[src/rtl/mapped_spi_flash_burst.sv]
`default_nettype none
// +--------------------------------------------------------------------------+
// | mapped_spi_flash_burst: memory-mapped SPI NOR word reader, fast read     |
// | with divided SCK and sequential-burst chip-select hold.                  |
// | Revision: 1.0                                                            |
// +--------------------------------------------------------------------------+
module mapped_spi_flash_burst #(
   parameter int         ADDR_W         = 20,
   parameter logic [7:0] READ_CMD       = 8'h0B,
   parameter int         DUMMY_CYCLES   = 8,
   parameter int         CLK_DIV        = 1,
   parameter int         HOLD_CYCLES    = 16,
   parameter int         CS_HIGH_CYCLES = 2
) (
   input  logic              clk,
   input  logic              resetn,
   input  logic              rstrb,
   input  logic [ADDR_W-1:0] word_address,
   output logic [31:0]       rdata,
   output logic              rvalid,
   output logic              rbusy,
   output logic              spi_clk,
   output logic              spi_cs_n,
   output logic              spi_mosi,
   input  logic              spi_miso
);

   typedef enum logic [2:0] {
      S_IDLE  = 3'd0,
      S_CMD   = 3'd1,
      S_ADDR  = 3'd2,
      S_DUMMY = 3'd3,
      S_DATA  = 3'd4,
      S_DONE  = 3'd5,
      S_HOLD  = 3'd6,
      S_DESEL = 3'd7
   } state_t;

   localparam logic [15:0] c_div_max = 16'(CLK_DIV - 1);

   state_t      r_state;
   logic [15:0] r_div;
   logic [15:0] r_wait;
   logic [7:0]  r_bits;
   logic [31:0] r_tx;
   logic [31:0] r_rx;
   logic [31:0] r_rdata;
   logic [21:0] r_word;
   logic [21:0] r_next;
   logic        r_pend;
   logic        r_sck;
   logic        r_cs_n;
   logic        r_mosi;
   logic        r_rvalid;
   logic        r_rbusy;

   logic [21:0] w_req_word;
   logic [21:0] w_start_word;
   logic        w_sck_on;
   logic        w_tick;
   logic        w_rise;
   logic        w_fall;
   logic        w_hold_exp;
   logic        w_desel_exp;
   logic        w_desel_take;
   logic        w_start;

   always_comb begin
      w_req_word   = 22'(word_address);
      w_sck_on     = (r_state == S_CMD) || (r_state == S_ADDR) ||
                     (r_state == S_DUMMY) || (r_state == S_DATA);
      w_tick       = w_sck_on && (r_div == c_div_max);
      w_rise       = w_tick && !r_sck;
      w_fall       = w_tick && r_sck;
      w_hold_exp   = (int'(r_wait) + 1 >= HOLD_CYCLES);
      w_desel_exp  = (int'(r_wait) + 1 >= CS_HIGH_CYCLES);
      w_desel_take = (r_state == S_DESEL) && rstrb && !r_rbusy && !r_pend;
      // A request may arrive in the very cycle the deselect gap ends.
      w_start      = ((r_state == S_IDLE) && rstrb) ||
                     ((r_state == S_DESEL) && w_desel_exp && (r_pend || w_desel_take));
      w_start_word = ((r_state == S_DESEL) && !w_desel_take) ? r_word : w_req_word;
   end

   always_ff @(posedge clk or negedge resetn) begin
      if (!resetn) begin
         r_state  <= S_IDLE;
         r_div    <= '0;
         r_wait   <= '0;
         r_bits   <= '0;
         r_tx     <= '0;
         r_rx     <= '0;
         r_rdata  <= '0;
         r_word   <= '0;
         r_next   <= '0;
         r_pend   <= 1'b0;
         r_sck    <= 1'b0;
         r_cs_n   <= 1'b1;
         r_mosi   <= 1'b0;
         r_rvalid <= 1'b0;
         r_rbusy  <= 1'b0;
      end else begin
         r_rvalid <= 1'b0;
         if (r_rvalid) r_rbusy <= 1'b0;
         if (w_sck_on) begin
            if (w_tick) begin
               r_div <= '0;
               r_sck <= ~r_sck;
            end else begin
               r_div <= r_div + 16'd1;
            end
         end
         if (w_rise && (r_state == S_DATA)) r_rx <= {r_rx[30:0], spi_miso};

         case (r_state)
            S_CMD, S_ADDR: begin
               if (w_fall) begin
                  r_tx   <= {r_tx[30:0], 1'b0};
                  r_mosi <= r_tx[30];
                  r_bits <= r_bits + 8'd1;
                  if ((r_state == S_CMD) && (r_bits == 8'd7)) begin
                     r_state <= S_ADDR;
                     r_bits  <= '0;
                  end else if ((r_state == S_ADDR) && (r_bits == 8'd23)) begin
                     r_state <= (DUMMY_CYCLES > 0) ? S_DUMMY : S_DATA;
                     r_bits  <= '0;
                     r_mosi  <= 1'b0;
                  end
               end
            end
            S_DUMMY: begin
               if (w_fall) begin
                  if (int'(r_bits) == DUMMY_CYCLES - 1) begin
                     r_state <= S_DATA;
                     r_bits  <= '0;
                  end else begin
                     r_bits <= r_bits + 8'd1;
                  end
               end
            end
            S_DATA: begin
               if (w_fall) begin
                  if (r_bits == 8'd31) r_state <= S_DONE;
                  else                 r_bits  <= r_bits + 8'd1;
               end
            end
            S_DONE: begin
               // First flash byte landed in the top of the shift register.
               r_rdata  <= {r_rx[7:0], r_rx[15:8], r_rx[23:16], r_rx[31:24]};
               r_rvalid <= 1'b1;
               r_next   <= r_word + 22'd1;
               r_wait   <= '0;
               r_state  <= S_HOLD;
            end
            S_HOLD: begin
               if (rstrb && !r_rbusy) begin
                  r_rbusy <= 1'b1;
                  r_word  <= w_req_word;
                  if (w_req_word == r_next) begin
                     r_state <= S_DATA;
                     r_bits  <= '0;
                     r_div   <= '0;
                     r_sck   <= 1'b0;
                  end else begin
                     r_pend  <= 1'b1;
                     r_cs_n  <= 1'b1;
                     r_wait  <= '0;
                     r_state <= S_DESEL;
                  end
               end else if (w_hold_exp) begin
                  r_cs_n  <= 1'b1;
                  r_wait  <= '0;
                  r_state <= S_DESEL;
               end else begin
                  r_wait <= r_wait + 16'd1;
               end
            end
            S_DESEL: begin
               if (w_desel_take) begin
                  r_word  <= w_req_word;
                  r_pend  <= 1'b1;
                  r_rbusy <= 1'b1;
               end
               if (w_desel_exp) begin
                  if (!(r_pend || w_desel_take)) r_state <= S_IDLE;
               end else begin
                  r_wait <= r_wait + 16'd1;
               end
            end
            default: r_state <= S_IDLE;
         endcase

         if (w_start) begin
            r_state <= S_CMD;
            r_cs_n  <= 1'b0;
            r_rbusy <= 1'b1;
            r_pend  <= 1'b0;
            r_word  <= w_start_word;
            r_tx    <= {READ_CMD, w_start_word, 2'b00};
            r_mosi  <= READ_CMD[7];
            r_bits  <= '0;
            r_div   <= '0;
            r_sck   <= 1'b0;
         end
      end
   end

   assign rdata    = r_rdata;
   assign rvalid   = r_rvalid;
   assign rbusy    = r_rbusy;
   assign spi_clk  = r_sck;
   assign spi_cs_n = r_cs_n;
   assign spi_mosi = r_mosi;

endmodule
`default_nettype wire

[config.mk]
export PLATFORM = sky130hd
export DESIGN_NAME = mapped_spi_flash_burst
export DESIGN_NICKNAME = d
export VERILOG_FILES = /design/src/rtl/mapped_spi_flash_burst.sv
export SDC_FILE = /design/constraint.sdc
export NUM_CORES = 1
export LEC_CHECK = 0
export ABC_AREA = 1
export CELL_PAD_IN_SITES_DETAIL_PLACEMENT = 0
export CELL_PAD_IN_SITES_GLOBAL_PLACEMENT = 1
export CORE_ASPECT_RATIO = 1.2
export CORE_MARGIN = 2
export CORE_UTILIZATION = 48
export CTS_CLUSTER_SIZE = 20
export DETAILED_ROUTE_END_ITERATION = 7
export DONT_BUFFER_PORTS = 1
export GPL_ROUTABILITY_DRIVEN = 0
export PLACE_DENSITY_LB_ADDON = 0.15
export SLEW_MARGIN = 30
export SYNTH_ARGS = -nofsm -noshare
export SYNTH_HDL_FRONTEND = slang
export SYNTH_SLANG_ARGS = --single-unit
[constraint.sdc]
create_clock -name clk -period 2.7 [get_ports clk]
set_input_delay 0.27 -clock clk [delete_from_list [all_inputs] [get_ports clk]]
set_output_delay 0.27 -clock clk [all_outputs]
set_load 0.1 [all_outputs]
==> summary.txt <==
Timing
  – Clk_skew: roughly 14 ps
  – Final worst hold slack: -484 ps
  – Sum Neg Setup Slack: 0 ps
  – Fin worst setup slack: 267 ps
  – RSZ-0062 raised after global routing: no
  – Number of hold violations in the final report: between 150 and 200
  – Max_slew headroom: a little under two fifths
  – Max-slew violations: 0
  – Tmin final: roughly 2400 ps
  – Setup Viol. Count Final: 0
  – Final period util: 90.1%
  – Fmax: 411 MHz
  – Worst-margin pin slew: about 930 ps

Global route
  – First-pass GRT wire length: about 38000 um
  – Maximum number of pins on one net before global-route repair: around 190
  – Initial antenna violation count: 0
  – Grt ovf: 0
  – GRT Total Usage: between 20 and 25%
  – Vias in the first global route: between 7k and 8k

Yosys
  – Synth Area per Inst: between 7 and 8 um2
  – Post-Syn Instances: 1238
  – Main flop type after synthesis: dfrtp_1
  – Yosys Warn Count: 0
  – Ys async rst share: 100%
  – Mapped Area: between 9000 and 10000 um2
  – Synth Net Count: ~1.3k
  – #FFs+latches synth: 186
  – Post-synthesis cell type count: 44
  – EDFF count, synth: 0
  – Sequential area share after synthesis: 48.3%

Placed design
  – Number of port buffers: 0
  – Pre-CTS setup slack: just under 5 ps
  – Placed instance count: approximately 1.5k
  – HPWL after DPL: around 16000 um
  – DP Area: 9940 um2

Floorplan
  – Die area: around 21000 um2
  – Core Area: roughly 20000 um2
  – Chip width: approximately 130 um
  – Die Ht: between 150 and 200 um
  – Core Rows: 56
  – Starting Density: about half
  – # IOs: ~60

Status
  – Violated checks: hold timing
  – Run status: complete, but fails checks

Clock network
  – Clock Tree Buf Depth: 2
  – Total CTS buffers: 17
  – CTS tree: built
  – Clock tree sinks: 186
  – Clock-pin slew on the worst setup and hold paths: 80 ps
  – Htree depth: 4
  – Clk_lat worst skew: 440 ps
  – Clock root cell: clkbuf_16
  – Hold-fix buffers, CTS: 1

Routing
  – Number of detailed-route iterations in the first pass: 5
  – Via count: ~7.7k
  – Initial DRC count: between 400 and 500
  – DRC errors left: 0
  – Vias per cell: roughly 5.1
  – Final wirelength: 22500 um
  – Wire per inst: around 15 um
  – Post-DRT Antenna Nets: 0

Critical path
  – Critical Path End Type: flip-flop
  – Critical path type: reg2reg
  – Crit Path Max Fanout: 63
  – WP data required: about 3000 ps
  – Worst Path Arrival: ~2800 ps
  – Startpoint types: flip-flop

Min path
  – Hold Path Class: in2async

Power and ir drop
  – P_leak: approximately 4.9 nW
  – PD cells: ~970 nW/um2
  – Max VDD drop: 0.575 mV
  – Pwr Total: a little over 0.01 W

Layout
  – Final std cells w/o fill: 1513
  – Area Overhead vs Synth: 10.8%
  – Commonest cells after routing, fill and taps aside: nand2_1 (346), dfrtp_1 (184), o21ai_0 (163), inv_1 (154), nor2_1 (74)
  – Commonest non-fill, non-tap cell in the layout: nand2_1
  – Post-route cell area: 10700 um2
  – Inserted Diodes: 0
  – Layout Nets: about 1.3k
  – Layout cells sized above 1: between 9 and 10%

Run
  – Max-Cap Viols: 0
-- final cells by class --
type | count | area, um2
fillers | 1909 | 8940
flip-flops and latches | 186 | 4660
well taps | 261 | 327
repair buffers | 26 | 284
clock inverters | 15 | 213
multi-input cells | 849 | 4180
inverters | 159 | 599
clock buffers | 17 | 425
-- timing repair --
| item | 4_1_cts | 5_1_grt |
|---|---|---|
| pin swaps | 0 | 2 |
| resized for setup | 1 | 10 |
| endpoints found under the hold margin | 187 | 186 |
| setup endpoints to repair | 3 | 35 |
| setup buffers | 0 | 4 |
-- layer usage --
metal | vias to the layer above | share of wire [%] | track usage [%]
met1 | 3560 | 45 | 29.3
met4 | 0 | 1.1 | 5.66
met3 | 23 | 3.8 | 4.93
li1 | 3998 | - | -
met2 | 110 | 50 | 38.1
met5 | - | 0 | 0
-- path summary, 6_finish.rpt --
path / endpoint / depth (start not counted) / slack (ps) / startpoint
max: r_word[3] / 16 / 270 / r_wait[3]
max in group asynchronous: r_wait[4] / 0 / 2730 / resetn
min in group clk: r_word[18] / 4 / 40 / word_address[18]
min: r_word[8] / 0 / -480 / resetn
min reg2reg: r_rx[26] / 2 / 490 / r_rx[26]
max reg2reg: r_word[3] / 16 / 270 / r_wait[3]
-- logic make-up (layout without fill, tap and decap cells) --
family / count (synthesis) / count (layout) / share of synthesized area (%)
AO/OA/AOI/OAI: 238 / 238 / 13.0
XOR/XNOR: 28 / 28 / 2.54
buffers and inverters: 203 / 217 / 8.80
AND/OR/NAND/NOR: 576 / 576 / 26.5
adder cells (fa/ha/maj): 7 / 7 / 0.909
flip-flops: 186 / 186 / 48.3
-- state kept, by name (all words and copies together), names as in the netlist --
name and flops:
rdata 32, r_next 22, spi_cs_n 1, rvalid 1
r_state 3, rbusy 1, r_pend 1, spi_clk 1
r_rx 32, r_word 22, r_wait 16, r_div 16
r_bits 8, spi_mosi 1, r_tx 29
-- through the flow --
step / hold slack [ps] / util (%)
after CTS: -503 / 54.0
final: -484 / 54.4
after global routing: -510 / 54.4
after global placement: -21.3 / 50.7
after floorplan: -25.6 / -
after detailed placement: -22.3 / 50.7
-- worst max-delay path: stages, from the launching register on --
cell and delay, ps:
dfrtp_1 450, nand2_2 110, nor2_2 230, nand3_1 110, nand2_1 70, nand2_1 50, nor2_1 210, nand2_1 100
nor2_2 120, nand2_2 90, nand3_4 90, nand2_4 100, buf_16 210, nand2_1 130, o21ai_1 70, nand2_1 60
o21ai_0 70
-- where the power goes --
| part | leakage [nW] | total (W) | internal, W | switching, W |
|---|---|---|---|---|
| Combinational | 2.13 | 0.00363 | 0.00127 | 0.00236 |
| Sequential | 2.49 | 0.00410 | 0.00341 | 0.000687 |
| Clock | 0.302 | 0.00260 | 0.00129 | 0.00131 |
| Total | 4.92 | 0.0103 | 0.00597 | 0.00436 |
-- synth_stat cells, types with 7 or more instances --
library cell    n  area, um2
nor2_2         11       68.8
buf_2           9       45.0
xnor2_1         9       78.8
clkbuf_1       23       86.3
nand4_1        29        181
buf_6           8       90.1
ha_1            7       87.6
o21ai_0       163        816
nand2_1       348       1310
o21ai_1        46        230
a21oi_1        10       50.1
xor2_1         19        166
nor3_1         20        100
inv_1         155        582
nor2_1         74        278
nor3_2         11        110
dfrtp_1       185       4630
nand3_1        54        270
Power figures use the tool's default switching activity.
